===== config.mk =====
export PLATFORM = sky130hd
export DESIGN_NAME = fetch_sequencer
export DESIGN_NICKNAME = d
export VERILOG_FILES = /design/src/rtl/fetch_sequencer.sv
export SDC_FILE = /design/constraint.sdc
export NUM_CORES = 1
export LEC_CHECK = 0
export CAP_MARGIN = 10
export CORE_UTILIZATION = 33
export CTS_BUF_LIST = sky130_fd_sc_hd__clkbuf_4 sky130_fd_sc_hd__clkbuf_8 sky130_fd_sc_hd__clkbuf_16
export CTS_CLUSTER_SIZE = 25
export DETAILED_ROUTE_END_ITERATION = 6
export PLACE_DENSITY = 0.63
export RECOVER_POWER = 100
export SLEW_MARGIN = 40
export SYNTH_ARGS = -nofsm -noshare
export SYNTH_HDL_FRONTEND = slang
export SYNTH_SLANG_ARGS = --single-unit
export TNS_END_PERCENT = 50

===== constraint.sdc =====
create_clock -name clk -period 13.11 [get_ports clk]
set_input_delay 1.311 -clock clk [delete_from_list [all_inputs] [get_ports clk]]
set_output_delay 1.311 -clock clk [all_outputs]
set_load 0.01 [all_outputs]

===== src/rtl/fetch_sequencer.sv =====
// Fetch sequencer: owns the architectural PC, keeps at most one instruction-memory
// request outstanding, holds the fetched word for IF/ID and applies branch/jump redirects.
module fetch_sequencer #(
    parameter logic [31:0] RESET_PC   = 32'h0000_3000,
    parameter int unsigned WAIT_LIMIT = 255,
    parameter int unsigned CNT_W      = 8
) (
    input  logic        clk,
    input  logic        reset,
    input  logic        stall,
    input  logic        redirect_valid,
    input  logic [31:0] redirect_pc,
    output logic        imem_req,
    output logic [31:0] imem_addr,
    input  logic        imem_gnt,
    input  logic        imem_rvalid,
    input  logic [31:0] imem_rdata,
    output logic        if_valid,
    output logic [31:0] if_instr,
    output logic [31:0] if_pc,
    output logic [31:0] if_pc4,
    output logic        fetch_err
);

    typedef enum logic [1:0] {
        S_REQ,
        S_WAIT,
        S_HOLD,
        S_ERR
    } state_t;

    localparam logic [CNT_W-1:0] CNT_LAST = CNT_W'(WAIT_LIMIT - 1);

    state_t             state_q, state_d;
    logic [31:0]        pc_q, pc_d;
    logic [31:0]        pending_q, pending_d;
    logic               squash_q, squash_d;
    logic [CNT_W-1:0]   cnt_q, cnt_d;
    logic               started_q;
    logic               if_valid_q, if_valid_d;
    logic [31:0]        if_instr_q, if_instr_d;
    logic [31:0]        if_pc_q, if_pc_d;
    logic [31:0]        if_pc4_q, if_pc4_d;
    logic               err_q, err_d;

    logic               misalign;
    logic               req_live;

    // started_q keeps imem_req low until the first edge after reset release.
    assign req_live  = started_q && (state_q == S_REQ);
    assign misalign  = redirect_valid && (redirect_pc[1:0] != 2'b00);

    assign imem_req  = req_live;
    assign imem_addr = pc_q;
    assign if_valid  = if_valid_q;
    assign if_instr  = if_instr_q;
    assign if_pc     = if_pc_q;
    assign if_pc4    = if_pc4_q;
    assign fetch_err = err_q;

    always_ff @(posedge clk or posedge reset) begin
        if (reset) begin
            state_q    <= S_REQ;
            pc_q       <= RESET_PC;
            pending_q  <= '0;
            squash_q   <= 1'b0;
            cnt_q      <= '0;
            started_q  <= 1'b0;
            if_valid_q <= 1'b0;
            if_instr_q <= '0;
            if_pc_q    <= '0;
            if_pc4_q   <= 32'd4;
            err_q      <= 1'b0;
        end else begin
            state_q    <= state_d;
            pc_q       <= pc_d;
            pending_q  <= pending_d;
            squash_q   <= squash_d;
            cnt_q      <= cnt_d;
            started_q  <= 1'b1;
            if_valid_q <= if_valid_d;
            if_instr_q <= if_instr_d;
            if_pc_q    <= if_pc_d;
            if_pc4_q   <= if_pc4_d;
            err_q      <= err_d;
        end
    end

    always_comb begin
        state_d    = state_q;
        pc_d       = pc_q;
        pending_d  = pending_q;
        squash_d   = squash_q;
        cnt_d      = cnt_q;
        if_valid_d = if_valid_q;
        if_instr_d = if_instr_q;
        if_pc_d    = if_pc_q;
        if_pc4_d   = if_pc4_q;
        err_d      = err_q;

        if (misalign) begin
            state_d    = S_ERR;
            if_valid_d = 1'b0;
            err_d      = 1'b1;
        end else begin
            case (state_q)
                S_REQ: begin
                    if (req_live && imem_gnt) begin
                        state_d = S_WAIT;
                        cnt_d   = '0;
                        if (redirect_valid) begin
                            squash_d  = 1'b1;
                            pending_d = redirect_pc;
                        end
                    end else if (redirect_valid) begin
                        pc_d = redirect_pc;
                    end
                end

                S_WAIT: begin
                    cnt_d = cnt_q + 1'b1;
                    if (imem_rvalid) begin
                        if (squash_q || redirect_valid) begin
                            // Stale response: drop it and restart at the newest target.
                            pc_d     = redirect_valid ? redirect_pc : pending_q;
                            squash_d = 1'b0;
                            state_d  = S_REQ;
                        end else begin
                            if_instr_d = imem_rdata;
                            if_pc_d    = pc_q;
                            if_pc4_d   = pc_q + 32'd4;
                            if_valid_d = 1'b1;
                            state_d    = S_HOLD;
                        end
                    end else begin
                        if (redirect_valid) begin
                            squash_d  = 1'b1;
                            pending_d = redirect_pc;
                        end
                        if (cnt_q == CNT_LAST) begin
                            state_d = S_ERR;
                            err_d   = 1'b1;
                        end
                    end
                end

                S_HOLD: begin
                    if (redirect_valid) begin
                        if_valid_d = 1'b0;
                        pc_d       = redirect_pc;
                        state_d    = S_REQ;
                    end else if (!stall) begin
                        if_valid_d = 1'b0;
                        pc_d       = if_pc4_q;
                        state_d    = S_REQ;
                    end
                end

                S_ERR: begin
                    if_valid_d = 1'b0;
                    err_d      = 1'b1;
                end

                default: begin
                    state_d = S_ERR;
                    err_d   = 1'b1;
                end
            endcase
        end
    end

endmodule


==> PnR_summary.wiki, run 1 <==
{| class="wikitable"
! Metric !! Value
|-
| Outcome || complete, but fails checks
|-
| Failing checks || max-capacitance violations, max-slew violations
|-
| Syn Area/Cell || 9.18 sq um
|-
| Register bit count reported by yosys || 172
|-
| Number of buffers created by CTS || 17
|-
| Layer with the highest usage after global routing || met2
|-
| Nature of the critical path endpoint || asynchronous set/reset pin
|-
| Total detailed-routing wirelength || 24400 um
|-
| Critical path cell sequence || dlygate4sd3_1 > clkinvlp_2 > clkbuf_1 > buf_4
|-
| IR Drop Worst-Case VDD || 0.0672 mV
|-
| Total of endpoints with negative setup slack in the final report || 0
|-
| Count of fill cells added during filler insertion || 2315
|-
| Worst Setup Path Type || in -> async
|-
| Post-Place Worst Slack || 9.30 ns
|-
| Residual overflow from global routing || 0
|-
| Clock tree from TritonCTS || done
|-
| Effective utilization at floorplan || 0.339
|-
| Post-cts hold buffer count || 0
|-
| Num ports || 201
|-
| Hold WC Path Type || reg -> reg
|-
| Ratio of total power to cell area || 108 mW/mm^2
|-
| Die span in y || 158 um
|-
| Origin of the worst min-delay path || if_instr[8]
|-
| Total Power || 1.18 mW
|-
| Leakage power of the design || 5.13 nW
|-
| Met2 layer usage reported by global route || 0.315
|-
| Minimum setup slack in the final design || 6.62 ns
|-
| Share of synthesized area occupied by flip-flops and latches || 0.537
|-
| Tcrit/Tclk final || 0.495
|-
| Sw Share || 0.244
|-
| Met1 track utilization from global routing || 0.272
|-
| Gp weighted congestion || 0.779
|-
| Longest Clk Path Bufs || 2
|-
| Number of global-route vias before repair || 6751
|-
| Maximum net fanout on the critical path || 75
|-
| Number of instances in the synthesized netlist || 874
|-
| Kind of start point of the critical path || input pin
|-
| Library cell contributing the largest single delay on the critical path || sky130_fd_sc_hd__clkbuf_1
|-
| Synthesized cell area || 0.00803 sq mm
|-
| Most common library cell in the layout ignoring fill and taps || sky130_fd_sc_hd__nand2_1
|-
| Die span in x || 158 um
|-
| Core area || 0.0237 sq mm
|-
| Ys async rst share || 1.00
|-
| Distinct cell type count of the synthesized netlist || 53
|-
| Total via count after detailed routing || 7049
|-
| Buffers inserted during post-CTS setup optimization || 0
|-
| Unrepaired setup endpoints after global routing || no
|-
| Antenna diode count || 0
|-
| Buffers on Ports || 200
|-
| Commonest cells after routing, fill and taps aside || 267 x sky130_fd_sc_hd__nand2_1, 169 x sky130_fd_sc_hd__dfrtp_1, 132 x sky130_fd_sc_hd__dlygate4sd3_1
|-
| Via count normalized by instance count || 5.13
|-
| Number of antenna-violating nets in the routed design || 0
|-
| Post-route insts no fill || 1374
|-
| Synth Flop Type || sky130_fd_sc_hd__dfrtp_1
|-
| Max H-tree Level || 4
|-
| Total Negative Setup Slacks || 0 ns
|-
| Number of remaining DRC errors || 0
|-
| Signal arrival time at the worst endpoint || 6.97 ns
|-
| Critical Path Source || reset
|-
| Die Footprint || 0.0249 sq mm
|-
| Sink Count || 172
|-
| Share of post-route cells with drive strength above 1 || 0.0739
|-
| Met3 usage || 0.0465
|-
| First-pass GRT wire length || 38000 um
|-
| Number of DRC markers in iteration 0 || 581
|-
| Cell area after placement || 0.0103 sq mm
|-
| Number of core rows || 56
|-
| Overall track demand over capacity in global routing || 0.199
|-
| Slew of the pin with the lowest slew margin || 4.20 ns
|-
| MaxCap Viol Count || 8
|-
| Clock network power share || 0.459
|-
| Net switching power || 287 uW
|-
| Register area || 0.00431 sq mm
|-
| Pin count of the biggest net entering global routing || 76
|-
| HPWL Detailed || 15600 um
|-
| Fraction of the core area covered by cells at the end of the flow || 0.458
|-
| Area growth from synthesis to layout || 35.3%
|-
| Count of final hold-check violations || 0
|-
| Pint || 890 uW
|-
| Routed wire per std cell || 17.8 um
|-
| Layout net count || 1119
|-
| Worst EP required || 13.59 ns
|-
| CP peak stage delay || 3.02 ns
|-
| Yosys synthesis warning count || 0
|-
| Number of optimization iterations in the first detailed-route pass || 7
|-
| Cells resized by post-CTS repair || 0
|-
| Insertion delay to the later sink of the worst-skew pair || 0.44 ns
|-
| Final setup skew || 0.0119 ns
|-
| Highest clock frequency the design can meet || 0.154 GHz
|-
| Final Slew Violations || 410
|-
| Clock period minus worst slack || 6.49 ns
|-
| Syn nets || 951
|-
| Final std cell area, no fill || 0.0109 sq mm
|-
| Number of flops mapped to enable cells by yosys || 0
|-
| Placed instance count || 1342
|-
| Combinational power share || 0.067
|-
| Clock-pin slew on the worst setup and hold paths || 0.07 ns
|-
| Antenna violations before repair || 0
|-
| Clk root buf || sky130_fd_sc_hd__clkbuf_16
|-
| Area taken by multi-input logic gates || 0.00343 sq mm
|-
| Critical R2R Launch || state_q[1]
|-
| Post-route worst hold slack || 0.467 ns
|-
| Sequential group share of total power || 0.474
|-
| Worst slew margin || -1.80
|}
final cells by class:
class	count	area share
clock buffer	19	0.0406
clock inverter	13	0.0166
inverter	7	0.00254
multi-input combinational	632	0.316
sequential	172	0.397
tap	319	0.0368
timing repair buffer	212	0.190
worst max-delay path, delay by kind of cell:
kind / cells / cell delay (ns)
buffers and inverters: 4 / 5.62
worst paths after layout:
kind / to / slack, ns / cells past startpoint
max in group clk: if_pc4[27] / 7.27 / 7
setup reg to reg: if_pc4[27] / 7.27 / 7
setup / recovery: pending_q[4] / 6.62 / 4
hold reg to reg: if_instr[8] / 0.47 / 2
min in group asynchronous: imem_addr[15] / 1.81 / 2
hold / removal: if_instr[8] / 0.47 / 2
sequential cells by signal, indices dropped and copies added, names as in the netlist:
register,flops
if_instr,32
fetch_err,1
if_pc,32
pending_q,32
started_q,1
if_pc4,30
if_valid,1
imem_addr,32
cnt_q,8
squash_q,1
state_q,2
power by group through the flow:
stage	logic (mW)	registers [mW]	clock network, mW
2_1_floorplan	0.0314	0.563	0
3_3_place_gp	0.0828	0.568	0
5_1_grt	0.0867	0.560	0.574
6_report	0.0790	0.558	0.540
4_1_cts	0.0843	0.558	0.553
3_5_place_dp	0.0835	0.568	0
layer usage:
layer  vias up  share of wire
li1       3338              -
met5         -              0
met1      3435           0.46
met3        24          0.070
met4         0          0.011
met2       252           0.46
cell usage after synthesis (all sizes together) (9+ instances only):
cell	number	area share
nand2	267	0.12
dfrtp	169	0.53
a22oi	65	0.061
o21ai	59	0.037
clkbuf	47	0.022
nor2	46	0.022
a21oi	44	0.027
mux2	30	0.042
nand3	17	0.011
buf	16	0.010
xnor2	16	0.017
nand4	9	0.0078
logic make-up after synthesis:
logic type / Yosys count / synth area share
AOI/OAI and AO/OA: 193 / 0.150
buffers and inverters: 70 / 0.0352
and+or+nand+nor: 378 / 0.200
DFF: 172 / 0.537
muxes: 32 / 0.0446
other: 1 / 0.000467
adders and majority gates: 7 / 0.0109
xor gates and xnor gates: 21 / 0.0229
Power figures use the tool's default switching activity.
==> run 2: changes to the inputs <==
==> constraint.sdc (replaced) <==
create_clock -name clk -period 6.8 [get_ports clk]
set_input_delay 0.68 -clock clk [delete_from_list [all_inputs] [get_ports clk]]
set_output_delay 0.68 -clock clk [all_outputs]
set_load 0.01 [all_outputs]
==> PnR_summary.wiki, run 2 (synthesis results as in run 1) <==
{| class="wikitable"
! Metric !! Value
|-
| Outcome || complete, but fails checks
|-
| Failing checks || max-capacitance violations, max-slew violations
|-
| Number of global-route vias before repair || 6560
|-
| Hold WC Path Type || reg -> reg
|-
| Unrepaired setup endpoints after global routing || no
|-
| Effective utilization at floorplan || 0.339
|-
| Post-route insts no fill || 1373
|-
| Clk root buf || sky130_fd_sc_hd__clkbuf_16
|-
| Count of final hold-check violations || 0
|-
| Kind of start point of the critical path || flop
|-
| IR Drop Worst-Case VDD || 0.116 mV
|-
| Number of antenna-violating nets in the routed design || 0
|-
| Number of buffers created by CTS || 17
|-
| Antenna diode count || 0
|-
| Number of remaining DRC errors || 0
|-
| Clock-pin slew on the worst setup and hold paths || 0.07 ns
|-
| Clock tree from TritonCTS || done
|-
| Minimum setup slack in the final design || 2.41 ns
|-
| Post-cts hold buffer count || 0
|-
| Number of core rows || 56
|-
| Highest clock frequency the design can meet || 0.228 GHz
|-
| Nature of the critical path endpoint || flop
|-
| Total detailed-routing wirelength || 23600 um
|-
| Post-Place Worst Slack || 3.47 ns
|-
| Placed instance count || 1341
|-
| Origin of the worst min-delay path || if_instr[29]
|-
| Final setup skew || 0.0182 ns
|-
| First-pass GRT wire length || 36900 um
|-
| Max H-tree Level || 4
|-
| Worst slew margin || -0.423
|-
| Leakage power of the design || 5.13 nW
|-
| Die Footprint || 0.0249 sq mm
|-
| Core area || 0.0237 sq mm
|-
| Buffers inserted during post-CTS setup optimization || 0
|-
| Residual overflow from global routing || 0
|-
| Num ports || 201
|-
| Longest Clk Path Bufs || 2
|-
| MaxCap Viol Count || 1
|-
| Routed wire per std cell || 17.2 um
|-
| Insertion delay to the later sink of the worst-skew pair || 0.42 ns
|-
| Gp weighted congestion || 0.810
|-
| Fraction of the core area covered by cells at the end of the flow || 0.459
|-
| Buffers on Ports || 200
|-
| Pin count of the biggest net entering global routing || 107
|-
| Maximum net fanout on the critical path || 83
|-
| Final Slew Violations || 44
|-
| Worst Setup Path Type || reg -> reg
|-
| Cells resized by post-CTS repair || 0
|-
| Die span in x || 158 um
|-
| Most common library cell in the layout ignoring fill and taps || sky130_fd_sc_hd__nand2_1
|-
| Die span in y || 158 um
|-
| Clock period minus worst slack || 4.39 ns
|-
| Number of optimization iterations in the first detailed-route pass || 5
|-
| Share of post-route cells with drive strength above 1 || 0.0778
|-
| Number of DRC markers in iteration 0 || 502
|-
| Total Negative Setup Slacks || 0 ns
|-
| Overall track demand over capacity in global routing || 0.192
|-
| Ratio of total power to cell area || 202 mW/mm^2
|-
| Area growth from synthesis to layout || 35.3%
|-
| Via count normalized by instance count || 5.09
|-
| Signal arrival time at the worst endpoint || 4.72 ns
|-
| Worst EP required || 7.14 ns
|-
| Total of endpoints with negative setup slack in the final report || 0
|-
| Layout net count || 1118
|-
| Tcrit/Tclk final || 0.645
|-
| Total via count after detailed routing || 6989
|-
| Commonest cells after routing, fill and taps aside || 267 x sky130_fd_sc_hd__nand2_1, 169 x sky130_fd_sc_hd__dfrtp_1, 131 x sky130_fd_sc_hd__dlygate4sd3_1
|-
| Critical R2R Launch || state_q[1]
|-
| Critical Path Source || state_q[1]
|-
| Antenna violations before repair || 0
|-
| Slew of the pin with the lowest slew margin || 2.13 ns
|-
| Sink Count || 172
|-
| HPWL Detailed || 15500 um
|}
-- run 2: power breakdown --
part,total (mW),switching (mW),internal (mW)
Combinational,0.153,0.0743,0.0785
Clock,0.966,0.438,0.528
Sequential,1.07,0.0357,1.04
Total,2.19,0.548,1.65
-- run 2: per-stage QoR --
| stage | hold WS, ns | instance area, sq um | total power [mW] |
|---|---|---|---|
| global route | 0.486 | 10900 | 2.27 |
| detailed placement | 0.461 | 10300 | 1.26 |
| CTS | 0.477 | 10900 | 2.22 |
| finish | 0.467 | 10900 | 2.19 |
| floorplan | 0.454 | 8030 | 1.15 |
| global placement | 0.456 | 10300 | 1.26 |
-- run 2: path summary, 6_finish.rpt --
path | cells after the start | slack [ns] | endpoint
max in group asynchronous | 3 | 4.90 | pending_q[15]
max reg2reg | 9 | 2.41 | if_valid
min | 2 | 0.47 | if_instr[29]
min in group asynchronous | 2 | 0.81 | if_pc[18]
max | 9 | 2.41 | if_valid
min reg2reg | 2 | 0.47 | if_instr[29]
-- run 2: final cells by class --
type / instances / area (sq um)
sequential: 172 / 4310
tap: 319 / 399
clock inverter: 13 / 130
inverter: 7 / 38.8
fill: 2292 / 12800
multi-input combinational: 632 / 3450
timing repair buffer: 211 / 2080
clock buffer: 19 / 447
-- run 2: critical path, stage by stage (launching register included) --
cell	delay, ns
sky130_fd_sc_hd__dfrtp_1	0.40
sky130_fd_sc_hd__inv_1	0.11
sky130_fd_sc_hd__ha_1	0.15
sky130_fd_sc_hd__clkbuf_1	1.52
sky130_fd_sc_hd__nand2_1	0.42
sky130_fd_sc_hd__or3_1	0.83
sky130_fd_sc_hd__buf_6	0.44
sky130_fd_sc_hd__nor3_1	0.22
sky130_fd_sc_hd__a21oi_1	0.06
sky130_fd_sc_hd__o21ai_0	0.14
-- run 2: per-layer routing --
layer | vias up | wire [um] | part of all wire | global-route usage
li1 | 3343 | - | - | -
met1 | 3367 | 10800 | 0.46 | 0.265
met2 | 249 | 10800 | 0.46 | 0.298
met3 | 30 | 1610 | 0.068 | 0.0446
met4 | 0 | 434 | 0.018 | 0.0568
met5 | - | 0 | 0 | 0
